File: src/rtl/hilo_mul_ctrl.sv
// hilo_mul_ctrl: EX-stage controller between the pipeline and a 32-iteration
//   sequential multiplier; owns the architectural HI/LO registers.
// Latency: 38 stalled cycles from issue to release (no early-out); MTHI/MTLO
//   update HI/LO at the next edge with no stall.
// Backpressure: stallreq_o holds EX while a multiply is pending or in flight.
//
// Optional feature macro: HILO_MADD_EN (adds ex_acc_op_i for MADD/MSUB).
//
// Ports:
//   clk, rst           clock, asynchronous active-high reset
//   ex_mul_valid_i     MULT/MULTU in EX; ex_mul_signed_i selects MULT
//   ex_rs_i, ex_rt_i   multiply operands
//   ex_mthi_i/ex_mtlo_i/ex_wdata_i   MTHI/MTLO write request and data
//   ex_acc_op_i        (HILO_MADD_EN only) 00 none, 01 add, 10 subtract
//   mul_start_o        multiplier start/hold (1 = run/hold result, 0 = stop)
//   mul_signed_o, mul_a_o, mul_b_o   registered operands to the multiplier
//   mul_result_i, mul_ready_i        product {hi,lo} and result-valid
//   hi_o, lo_o         architectural HI/LO
//   stallreq_o         combinational pipeline stall request
module hilo_mul_ctrl #(
  parameter int DW = 32
) (
  input  logic            clk,
  input  logic            rst,
  input  logic            ex_mul_valid_i,
  input  logic            ex_mul_signed_i,
  input  logic [DW-1:0]   ex_rs_i,
  input  logic [DW-1:0]   ex_rt_i,
  input  logic            ex_mthi_i,
  input  logic            ex_mtlo_i,
  input  logic [DW-1:0]   ex_wdata_i,
`ifdef HILO_MADD_EN
  input  logic [1:0]      ex_acc_op_i,
`endif
  output logic            mul_start_o,
  output logic            mul_signed_o,
  output logic [DW-1:0]   mul_a_o,
  output logic [DW-1:0]   mul_b_o,
  input  logic [2*DW-1:0] mul_result_i,
  input  logic            mul_ready_i,
  output logic [DW-1:0]   hi_o,
  output logic [DW-1:0]   lo_o,
  output logic            stallreq_o
);

  typedef enum logic [1:0] {
    IDLE = 2'd0,
    KICK = 2'd1,
    ARM  = 2'd2,
    BUSY = 2'd3
  } state_t;

  state_t          state_q, state_d;
  logic            start_q, start_d;
  logic            signed_q, signed_d;
  logic [DW-1:0]   a_q, a_d;
  logic [DW-1:0]   b_q, b_d;
  logic [DW-1:0]   hi_q, hi_d;
  logic [DW-1:0]   lo_q, lo_d;
  logic            stall;
  logic [2*DW-1:0] wb_val;

`ifdef HILO_MADD_EN
  logic [1:0]      acc_op_q, acc_op_d;

  // Accumulate ops combine the product with the current HI/LO pair; code 11
  // falls through to a plain overwrite.
  always_comb begin
    wb_val = mul_result_i;
    case (acc_op_q)
      2'b01:   wb_val = {hi_q, lo_q} + mul_result_i;
      2'b10:   wb_val = {hi_q, lo_q} - mul_result_i;
      default: wb_val = mul_result_i;
    endcase
  end
`else
  always_comb begin
    wb_val = mul_result_i;
  end
`endif

  always_ff @(posedge clk or posedge rst) begin
    if (rst) begin
      state_q  <= IDLE;
      start_q  <= 1'b1;
      signed_q <= 1'b0;
      a_q      <= '0;
      b_q      <= '0;
      hi_q     <= '0;
      lo_q     <= '0;
`ifdef HILO_MADD_EN
      acc_op_q <= 2'b00;
`endif
    end else begin
      state_q  <= state_d;
      start_q  <= start_d;
      signed_q <= signed_d;
      a_q      <= a_d;
      b_q      <= b_d;
      hi_q     <= hi_d;
      lo_q     <= lo_d;
`ifdef HILO_MADD_EN
      acc_op_q <= acc_op_d;
`endif
    end
  end

  always_comb begin
    state_d  = state_q;
    start_d  = start_q;
    signed_d = signed_q;
    a_d      = a_q;
    b_d      = b_q;
    hi_d     = hi_q;
    lo_d     = lo_q;
    stall    = 1'b0;
`ifdef HILO_MADD_EN
    acc_op_d = acc_op_q;
`endif
    case (state_q)
      IDLE: begin
        start_d = 1'b1;
        if (ex_mul_valid_i) begin
          stall = 1'b1;
          // Only issue once the multiplier is parked in result-hold; right
          // after reset it is still running its power-on cycle.
          if (mul_ready_i) begin
            a_d      = ex_rs_i;
            b_d      = ex_rt_i;
            signed_d = ex_mul_signed_i;
            start_d  = 1'b0;
`ifdef HILO_MADD_EN
            acc_op_d = ex_acc_op_i;
`endif
            state_d  = KICK;
          end
        end else begin
          if (ex_mthi_i) hi_d = ex_wdata_i;
          if (ex_mtlo_i) lo_d = ex_wdata_i;
        end
      end
      KICK: begin
        stall   = 1'b1;
        start_d = 1'b1;
        state_d = ARM;
      end
      ARM: begin
        // Ready can still read high from the previous hold; only a low
        // proves the new operation has actually begun.
        stall = 1'b1;
        if (!mul_ready_i) state_d = BUSY;
      end
      BUSY: begin
        if (mul_ready_i) begin
          hi_d    = wb_val[2*DW-1:DW];
          lo_d    = wb_val[DW-1:0];
          state_d = IDLE;
        end else begin
          stall = 1'b1;
        end
      end
      default: state_d = IDLE;
    endcase
  end

  assign mul_start_o  = start_q;
  assign mul_signed_o = signed_q;
  assign mul_a_o      = a_q;
  assign mul_b_o      = b_q;
  assign hi_o         = hi_q;
  assign lo_o         = lo_q;
  assign stallreq_o   = stall;

endmodule
File: config.mk
export PLATFORM = sky130hd
export DESIGN_NAME = hilo_mul_ctrl
export DESIGN_NICKNAME = d
export VERILOG_FILES = /design/src/rtl/hilo_mul_ctrl.sv
export SDC_FILE = /design/constraint.sdc
export NUM_CORES = 1
export LEC_CHECK = 0
export CAP_MARGIN = 20
export CORE_ASPECT_RATIO = 0.7
export CORE_UTILIZATION = 24
export CTS_CLUSTER_DIAMETER = 50
export CTS_CLUSTER_SIZE = 8
export DETAILED_ROUTE_END_ITERATION = 10
export GPL_TIMING_DRIVEN = 0
export SLEW_MARGIN = 20
export SYNTH_ARGS = -nofsm -noshare
export SYNTH_HDL_FRONTEND = slang
export SYNTH_SLANG_ARGS = --single-unit
File: constraint.sdc
create_clock -name clk -period 4.5 [get_ports clk]
set_clock_uncertainty 0.1 [all_clocks]
set_input_delay 0.675 -clock clk [delete_from_list [all_inputs] [get_ports clk]]
set_output_delay 0.675 -clock clk [all_outputs]
set_load 0.01 [all_outputs]
### Word level (Yosys, flattened, before mapping)

Index checks and enable logic that the tools add are counted.
Widths: inputs -> output; s select.

* flip-flop bits (word level): 132
* input port bits: 167

* multiplexer cells: 18
* equality and inequality tests: 10
* reductions and logical operators: 8

Operators with widths (count)
* $mux 32: 6
* $pmux 32 s2: 2
* $ne 2x2->1 const B: 7
* $reduce_and 4->1: 3
* $mux 2: 4
* $pmux 2 s4: 1
* $eq 2x2->1 const B: 2
* $reduce_bool 2->1: 2
* $mux 1: 3
* $pmux 1 s3: 1
* $reduce_and 3->1: 1
* $eq 2x1->1 const B: 1
* $logic_not 2->1: 1
* $pmux 1 s2: 1
* $reduce_or 2->1: 1

### Logic depth before layout (Yosys ltp)

Gate-level depths: netlist (run 1).

* word-level depth: 3
* gate-level depth with buffers: 7

### Worst setup path after synthesis (run 1)

OpenSTA, ideal clock, no wires.

* path type: register -> output
* from: reg state_q[0]
* to: out stallreq_o
* cell stages (with the launch flop): 6
* required time: 3.725 ns
* data arrival time: 1.166 ns
* path slack: 2.559 ns
* path through: dfrtp_1 -> ha_1 -> buf_6 -> nor2b_1 -> nor2_1 -> o21ai_0

* word-level cells in the longest chain between the ends: 3

RTL lines
* start, declared: RTL line 53 `state_t state_q, state_d;`
* start signal, assigned: RTL line 95 `state_q <= state_d;`
* $eq 2x2->1 / $eq 2x1->1 (equally long branches): RTL line 120 `case (state_q)`
* $reduce_or 2->1 (no source line)
* $pmux 1 s3 (*): RTL line 120
* end, declared: RTL line 43 `output logic stallreq_o`

Mark *: on every way between the ends. The rest lies on a longest branch, timed or not.

### Worst setup path in the final report (run 1)

* from: in mul_ready_i
* to: out stallreq_o

* word-level cells in the longest chain between the ends: 2

RTL lines
* start, declared: RTL line 40 `input logic mul_ready_i,`
* $mux 1: RTL line 154 `if (mul_ready_i) begin`
* $pmux 1 s3: RTL line 120

No other way between the ends.

==> results of run 1 <==
==> power groups by stage <==
stage | sequential [uW] | clock [uW] | combinational [uW]
2_1_floorplan | 2420 | 0 | 1600
3_3_place_gp | 2140 | 0 | 3710
3_5_place_dp | 2160 | 0 | 3730
4_1_cts | 2160 | 1550 | 3740
5_1_grt | 2240 | 1600 | 3960
6_report | 2150 | 1500 | 3660
==> layout make-up <==
class | count | area [um2] | share of cell area (%)
Buffer | 25 | 246 | 2.44
Sequential cell | 132 | 3300 | 32.7
Multi-Input combinational cell | 249 | 2260 | 22.3
Tap cell | 325 | 407 | 4.02
Inverter | 67 | 259 | 2.56
Timing Repair Buffer | 298 | 3000 | 29.7
Clock buffer | 19 | 453 | 4.48
Clock inverter | 12 | 178 | 1.76
==> sequential cells by signal, indices dropped and copies added (netlist names) <==
name	flops
mul_start_o	1
mul_signed_o	1
hi_o	32
mul_b_o	32
state_q	2
mul_a_o	32
lo_o	32
==> critical path, stage by stage <==
cell             delay [ns]
clkdlybuf4s50_1        0.53
nor2b_1                0.24
nor2_1                 0.05
o21ai_0                0.17
clkdlybuf4s50_1        0.60
==> cell usage in the layout (no fill, tap or decap), types with 2 or more instances in the layout <==
master	n
buf_12	6
dfrtp_1	131
clkinv_4	2
clkdlybuf4s50_1	297
ha_1	4
inv_6	2
inv_1	66
buf_2	5
buf_6	5
clkbuf_16	17
nand3_1	2
mux2_2	26
bufinv_16	4
nand2b_1	3
mux2i_1	64
buf_4	3
o21ai_0	4
mux2_4	40
a21oi_4	2
clkbuf_8	2
clkinv_2	3
a21oi_1	64
clkbuf_1	6
nor2b_1	32
==> through the flow <==
stage / hold slack (ns) / total power (uW) / instances / utilization, % / worst slack [ns]
2_1_floorplan: 0.434 / 4030 / 473 / - / 0.201
3_3_place_gp: 0.386 / 5840 / 1095 / 38.1 / -2.12
3_5_place_dp: 0.392 / 5890 / 1096 / 38.3 / 1.41
4_1_cts: 0.406 / 7450 / 1127 / 40.8 / 1.39
5_1_grt: 0.416 / 7810 / 1127 / 40.8 / 1.31
6_report: 0.402 / 7320 / 1127 / 40.8 / 1.45
==> logic make-up (layout without fill, tap and decap cells) <==
family / count (synthesis) / after routing / share of synthesized area [%]
compound gates: 72 / 72 / 6.40
fa+ha+maj: 4 / 4 / 0.826
buf+inv: 92 / 421 / 8.22
flops: 132 / 132 / 54.5
mux: 131 / 131 / 25.7
simple gates: 42 / 42 / 4.34
==> routing by layer <==
layer / up-vias / GRT usage (%) / part of all wire [%]
li1: 2206 / - / -
met1: 2191 / 18.0 / 44
met2: 185 / 22.8 / 44
met3: 11 / 6.86 / 11
met4: 0 / 4.72 / 1.1
met5: - / 0 / 0
==> worst max path at each step <==
stage / from / endpoint
after floorplan: rst / hi_o[0]
after global placement: rst / hi_o[21]
after detailed placement: mul_ready_i / stallreq_o
after CTS: mul_ready_i / stallreq_o
after global routing: mul_ready_i / stallreq_o
final: mul_ready_i / stallreq_o
==> results.toml, run 1 <==
[outcome]
outcome = "complete, no violations"

[worst_hold_path]
hp-class = "register to register"
hold_depth = 1
holdCritStartpoint = "mul_a_o[12]"
hold_end = "mul_a_o[12]"

[critical_path]
r2r_end = "lo_o[13]"
worst-r2r-cell-count = 6
crit_arrival_ns = 2.27
r2r-start = "state_q[0]"
critPathCaptureType = "output port"
ff2ff_setup_slack_ns = 2.33
crit_fanout = 6
crit_required_ns = 3.72
critPathKind = "input pin to output port"
crit_path_start_kind = "input pin"

[timing]
tightest_slew_ns = 0.862
period_needed_ns = 3.05
final.setup.tns_ns = 0
fin_crit_sh_pct = 67.7
rsz0062_at_grt = "no"
fmax_ghz = 0.328
slew_violations = 0
hold_viol_final = 0
max-slew-margin-rel_pct = 42.5
finalSetupViolCount = 0

[die]
die_w_um = 192
core_um2 = 24700
pin_count = 298
initial_core_util_pct = 24.5
die_h_um = 135
fp.dieArea_um2 = 25900
num_rows = 48

[global_routing]
grt_pass1_wl_um = 28300
grt_max_degree = 80
track_usage_pct = 14.7
grt_pass1_vias = 5066
antenna_found_initial = 0
gr-total-overflow = 0

[placed_design]
hpwl_um = 13700
port-buffer-count = 297
dpl-instance-area_um2 = 9470
gp_congestion = 0.754

[yosys]
synth_area_um2 = 6060
ys.flop_type = "dfrtp_1"
synth.avg_cell_area_um2 = 12.8
ys_ff_latch = 132
synthTopCellsByCount = "dfrtp_1 (131), inv_1 (67), a21oi_1 (64), mux2i_1 (64), mux2_4 (40)"
yosys_warnings = 0
synth_top_area_cell = "dfrtp_1"
syn_nets = 644
syn_inst = 473
synth_most_common_cell = "dfrtp_1"
ys_top_cells_by_area = "dfrtp_1 (54%), mux2i_1 (11%), mux2_4 (9.9%)"
async_flop_share_pct = 100
ys_seq_area_share_pct = 54.5
netlist.area_leader.share_pct = 54.1
ys_types = 26
synth_edf_count = 0

[route]
vias_per_cell = 4.08
vias = 4593
final_antenna_net_count = 0
drc = 0
wirelength_um = 18500
drtIter0Drc = 87
wl_per_cell_um = 16.4
dr.pass1.iters = 4

[clock_network]
cts.sinks = 132
htreeDepth = 4
clockRootBuffer = "clkbuf_16"
clkLatencyLatePin_ns = 0.42
max-clock-path-buffers = 2
numCtsBuffers = 17
cts_hold_buf = 0
cts.clk_slew.worst_paths_ns = 0.06
post_cts_buffers = 0
cts_tree = "done"
ctsResizeCount = 0

[final_layout]
syn_to_final_growth_pct = 66.8
nets = 961
diodes = 0
filler_cell_count = 2375
layout-drive-gt1-share_pct = 15.2
postLayoutCellArea_um2 = 10100

[power]
p_comb_share_pct = 50.1
ir_worst_vdd_v = 0.000313
intPower_uw = 4910
power_frac_clock_pct = 20.6
p_sw_share_pct = 32.9
seq_power_share_pct = 29.4
switching_power_uw = 2410
powerDensity_nw_per_um2 = 724
p_leak_uw = 0.00452

[job]
maxCapViolCount = 0
(Power assumes the default switching activity.)
==> run 2, diff against run 1 <==
==> constraint.sdc (replaced) <==
create_clock -name clk -period 2.5 [get_ports clk]
set_clock_uncertainty 0.1 [all_clocks]
set_input_delay 0.375 -clock clk [delete_from_list [all_inputs] [get_ports clk]]
set_output_delay 0.375 -clock clk [all_outputs]
set_load 0.01 [all_outputs]
==> results.toml, run 2 (synthesized netlist as in run 1, its figures left out) <==
[clock_network]
htreeDepth = 4
numCtsBuffers = 17
cts.sinks = 132
cts.clk_slew.worst_paths_ns = 0.06
cts_hold_buf = 0
cts_tree = "done"
max-clock-path-buffers = 2
clkLatencyLatePin_ns = 0.42
clockRootBuffer = "clkbuf_16"

[global_routing]
antenna_found_initial = 0
gr-total-overflow = 0
grt_max_degree = 33
track_usage_pct = 14.3
grt_pass1_wl_um = 27400
grt_pass1_vias = 4804

[critical_path]
crit_path_start_kind = "register"
crit_arrival_ns = 1.78
worst-r2r-cell-count = 6
r2r_end = "lo_o[17]"
critPathKind = "register to output port"
crit_required_ns = 2.03
ff2ff_setup_slack_ns = 0.48
critPathCaptureType = "output port"
crit_fanout = 9
r2r-start = "state_q[0]"

[timing]
tightest_slew_ns = 0.651
fmax_ghz = 0.443
finalSetupViolCount = 0
hold_viol_final = 0
slew_violations = 0
rsz0062_at_grt = "no"
fin_crit_sh_pct = 90.3
max-slew-margin-rel_pct = 56.6
period_needed_ns = 2.26

[route]
drtIter0Drc = 141
vias_per_cell = 4.05
vias = 4585
drc = 0
final_antenna_net_count = 0
wirelength_um = 18400
dr.pass1.iters = 4
wl_per_cell_um = 16.2

[power]
p_leak_uw = 0.00453
seq_power_share_pct = 29.6
intPower_uw = 8670
power_frac_clock_pct = 19.5
p_comb_share_pct = 50.9
ir_worst_vdd_v = 0.000716
powerDensity_nw_per_um2 = 1280
p_sw_share_pct = 33.4
switching_power_uw = 4340

[die]
pin_count = 298
fp.dieArea_um2 = 25900
initial_core_util_pct = 24.5
die_w_um = 192
num_rows = 48
die_h_um = 135
core_um2 = 24700

[placed_design]
gp_congestion = 0.748
dp_cells = 1100
hpwl_um = 13800
port-buffer-count = 297
dpl-instance-area_um2 = 9560

[final_layout]
diodes = 0
final_cell_mix = "clkdlybuf4s50_1 (296), dfrtp_1 (131), inv_1 (66)"
final_common_cell = "clkdlybuf4s50_1"
postLayoutCellArea_um2 = 10100
stdcell_count = 1132
layout-drive-gt1-share_pct = 15.9
syn_to_final_growth_pct = 67.5
nets = 965

[worst_hold_path]
hp-class = "input pin to async pin"

[outcome]
outcome = "complete, no violations"

[job]
maxCapViolCount = 0
## run 2: cell types whose count changed in the layout (fill, tap and decap cells not counted), sizes merged
cell and delta:
buf +4, clkinvlp +4, inv -3, clkinv +2, bufinv -1, clkdlybuf4s50 -1
## run 2: power groups by stage
stage               Clock (uW)  Sequential, uW  Combinational, uW
floorplan                    0            4360               2880
global placement             0            3850               6670
detailed placement           0            3870               6730
CTS                       2640            3860               6740
global route              2720            3980               7150
finish                    2540            3850               6630
## run 2: critical path: stages, from the launching register on
cell	delay (ns)
dfrtp_1	0.41
ha_1	0.18
buf_6	0.15
nor2b_2	0.19
nor2_1	0.06
o21ai_1	0.18
clkbuf_2	0.18
## run 2: what timing repair did
action / 4_1_cts / 5_1_grt
gates resized for setup: 3 / 2
setup buffers: 0 / 0
endpoints found under the setup margin: 1 / 1
## run 2: through the flow
stage / hold slack, ns / util [%] / power, uW / setup TNS, ns / worst slack (ns)
global placement: 0.387 / 38.2 / 10500 / -148.97 / -1.15
CTS: 0.238 / 41.0 / 13200 / 0 / 0.0170
detailed placement: 0.391 / 38.6 / 10600 / -0.147 / -0.147
floorplan: 0.424 / - / 7250 / 0 / 0.389
global route: 0.257 / 41.0 / 13800 / 0 / 0.0712
finish: 0.244 / 41.0 / 13000 / 0 / 0.242
## run 2: metal layers
layer / wire [um] / track usage (%) / up-vias
met5: 0 / 0 / -
met4: 200 / 3.84 / 0
met3: 1880 / 6.16 / 12
met2: 8150 / 22.1 / 183
met1: 8160 / 18.1 / 2171
li1: - / - / 2219
## run 2: worst max-delay path by stage
stage                      startpoint          end  slack [ns]
after floorplan                   rst      hi_o[0]        0.39
after global placement            rst  mul_a_o[11]       -1.15
after detailed placement  mul_ready_i   stallreq_o       -0.15
after CTS                  state_q[0]   stallreq_o        0.02
after global routing       state_q[0]   stallreq_o        0.07
final                      state_q[0]   stallreq_o        0.24
## run 2: final cells by class
class	instances	area, um2
fill	2382	14600
sequential	132	3300
timing repair buffer	302	3080
multi-input combinational	249	2260
clock buffer	18	429
tap	325	407
inverter	67	255
buffer	25	246
clock inverter	14	163
==> run 3, diff against run 2 <==
--- a/config.mk
+++ b/config.mk
@@ -11,6 +11,7 @@
 export CTS_CLUSTER_DIAMETER = 50
 export CTS_CLUSTER_SIZE = 8
 export DETAILED_ROUTE_END_ITERATION = 10
+export DONT_BUFFER_PORTS = 1
 export GPL_TIMING_DRIVEN = 0
 export SLEW_MARGIN = 20
 export SYNTH_ARGS = -nofsm -noshare
==> constraint.sdc (replaced) <==
create_clock -name clk -period 1.93 [get_ports clk]
set_clock_uncertainty 0.1 [all_clocks]
set_input_delay 0.2895 -clock clk [delete_from_list [all_inputs] [get_ports clk]]
set_output_delay 0.2895 -clock clk [all_outputs]
set_load 0.01 [all_outputs]
==> results.toml, run 3 (synthesized netlist as in run 1, its figures left out) <==
[timing]
max-slew-margin-rel_pct = 54.5
finalSetupViolCount = 0
period_needed_ns = 1.92
hold_viol_final = 0
tightest_slew_ns = 0.682
fmax_ghz = 0.521
slew_violations = 0
rsz0062_at_grt = "yes"
fin_crit_sh_pct = 99.5

[die]
core_um2 = 24700
die_w_um = 192
initial_core_util_pct = 24.5
fp.dieArea_um2 = 25900
num_rows = 48
pin_count = 298
die_h_um = 135

[final_layout]
stdcell_count = 975
layout-drive-gt1-share_pct = 23.7
syn_to_final_growth_pct = 43.7
final_cell_mix = "dfrtp_1 (130), dlygate4sd3_1 (127), inv_1 (65)"
diodes = 0
postLayoutCellArea_um2 = 8710
final_common_cell = "dfrtp_1"
nets = 808

[critical_path]
critPathSlowestCell = "clkbuf_1"
critPathCaptureType = "register"
crit_path_start_kind = "register"
r2r-start = "state_q[0]"
crit_required_ns = 2.12
worstPathCellList = "ha_4 -> buf_8 -> clkbuf_1 -> nor2b_1 -> a21oi_1 -> mux2i_1"
cp-startpoint = "state_q[0]"
critPathKind = "register to register"
r2r_end = "lo_o[16]"
cp_slowest_stage_delay_ns = 0.52
crit_fanout = 10
ff2ff_setup_slack_ns = 0.01
worst-r2r-cell-count = 6
crit_arrival_ns = 2.11
endpoint = "lo_o[16]"

[clock_network]
cts.sinks = 132
cts.clk_slew.worst_paths_ns = 0.06
numCtsBuffers = 17
clkLatencyLatePin_ns = 0.41
max-clock-path-buffers = 2
htreeDepth = 4
clockRootBuffer = "clkbuf_16"
cts_tree = "done"

[job]
maxCapViolCount = 0

[global_routing]
gr-total-overflow = 0
track_usage_pct = 13.6
grt_pass1_wl_um = 25700
grt_pass1_vias = 4606
grt_max_degree = 34
antenna_found_initial = 0

[route]
wirelength_um = 18000
vias_per_cell = 4.23
vias = 4126
drtIter0Drc = 116
dr.pass1.iters = 4
drc = 0
wl_per_cell_um = 18.5
final_antenna_net_count = 0

[placed_design]
gp_congestion = 0.715
port-buffer-count = 0
dpl-instance-area_um2 = 6550
dp_cells = 802
hpwl_um = 11800

[power]
ir_worst_vdd_v = 0.000708
powerDensity_nw_per_um2 = 1710
p_leak_uw = 0.00402

[outcome]
outcome = "complete, no violations"

[worst_hold_path]
hp-class = "input pin to register"
-- run 3: layout make-up --
class	instances	area (um2)
Fill cell	2416	16000
Sequential cell	132	3310
Multi-Input combinational cell	249	2330
Timing Repair Buffer	146	1550
Clock buffer	19	433
Tap cell	325	407
Buffer	24	267
Inverter	67	255
Clock inverter	13	160
-- run 3: timing repair --
item                       4_1_cts  5_1_grt
hold endpoints to repair       193        0
gates resized for setup         17       18
setup endpoints to repair       99      117
buffers inserted                 9        2
pin swaps                        2        2
hold buffers                   127        0
gates cloned                     1        3
-- run 3: where the power goes --
part / switching [uW] / internal (uW) / leakage (uW)
clock network: 1270 / 2030 / 0.000287
registers: 1820 / 4250 / 0.00156
logic: 2470 / 3080 / 0.00218
total: 5560 / 9360 / 0.00402
-- run 3: worst min path at each step --
| stage | from | endpoint | depth (start not counted) | slack, ns |
|---|---|---|---|---|
| finish | mul_result_i[17] | lo_o[17] | 2 | 0.02 |
| global placement | ex_rt_i[10] | mul_b_o[10] | 1 | 0.34 |
| detailed placement | rst | mul_b_o[18] | 1 | 0.07 |
| CTS | mul_result_i[34] | hi_o[2] | 2 | 0.002 |
| floorplan | ex_rs_i[0] | mul_a_o[0] | 1 | 0.34 |
| global route | mul_result_i[1] | lo_o[1] | 2 | 0.02 |
-- run 3: worst max-delay path, delay by kind of cell (launching register included) --
family / cells / cell delay [ns]
buffers and inverters: 2 / 0.64
adders and majority gates: 1 / 0.16
AOI/OAI and AO/OA: 1 / 0.23
DFF: 1 / 0.41
muxes: 1 / 0.10
and+or+nand+nor: 1 / 0.14
-- run 3: metal layers --
layer | global-route usage, % | wire (um) | up-vias
met5 | 0 | 0 | -
met4 | 4.67 | 199 | 0
met3 | 5.30 | 1400 | 16
met2 | 23.5 | 8990 | 187
met1 | 15.2 | 7410 | 2023
li1 | - | - | 1900
-- run 3: metrics by stage --
stage	setup TNS, ns	setup slack, ns	utilization (%)	power (uW)	hold WS (ns)
3_3_place_gp	-128.15	-0.966	26.1	10600	0.339
5_1_grt	-0.279	-0.0666	35.2	15900	0.0238
2_1_floorplan	-12.56	-0.0959	-	9390	0.338
4_1_cts	-0.0607	-0.0607	34.6	14700	0.00203
3_5_place_dp	-4.67	-0.223	26.5	10700	0.0709
6_report	0	0.00999	35.2	14900	0.0247
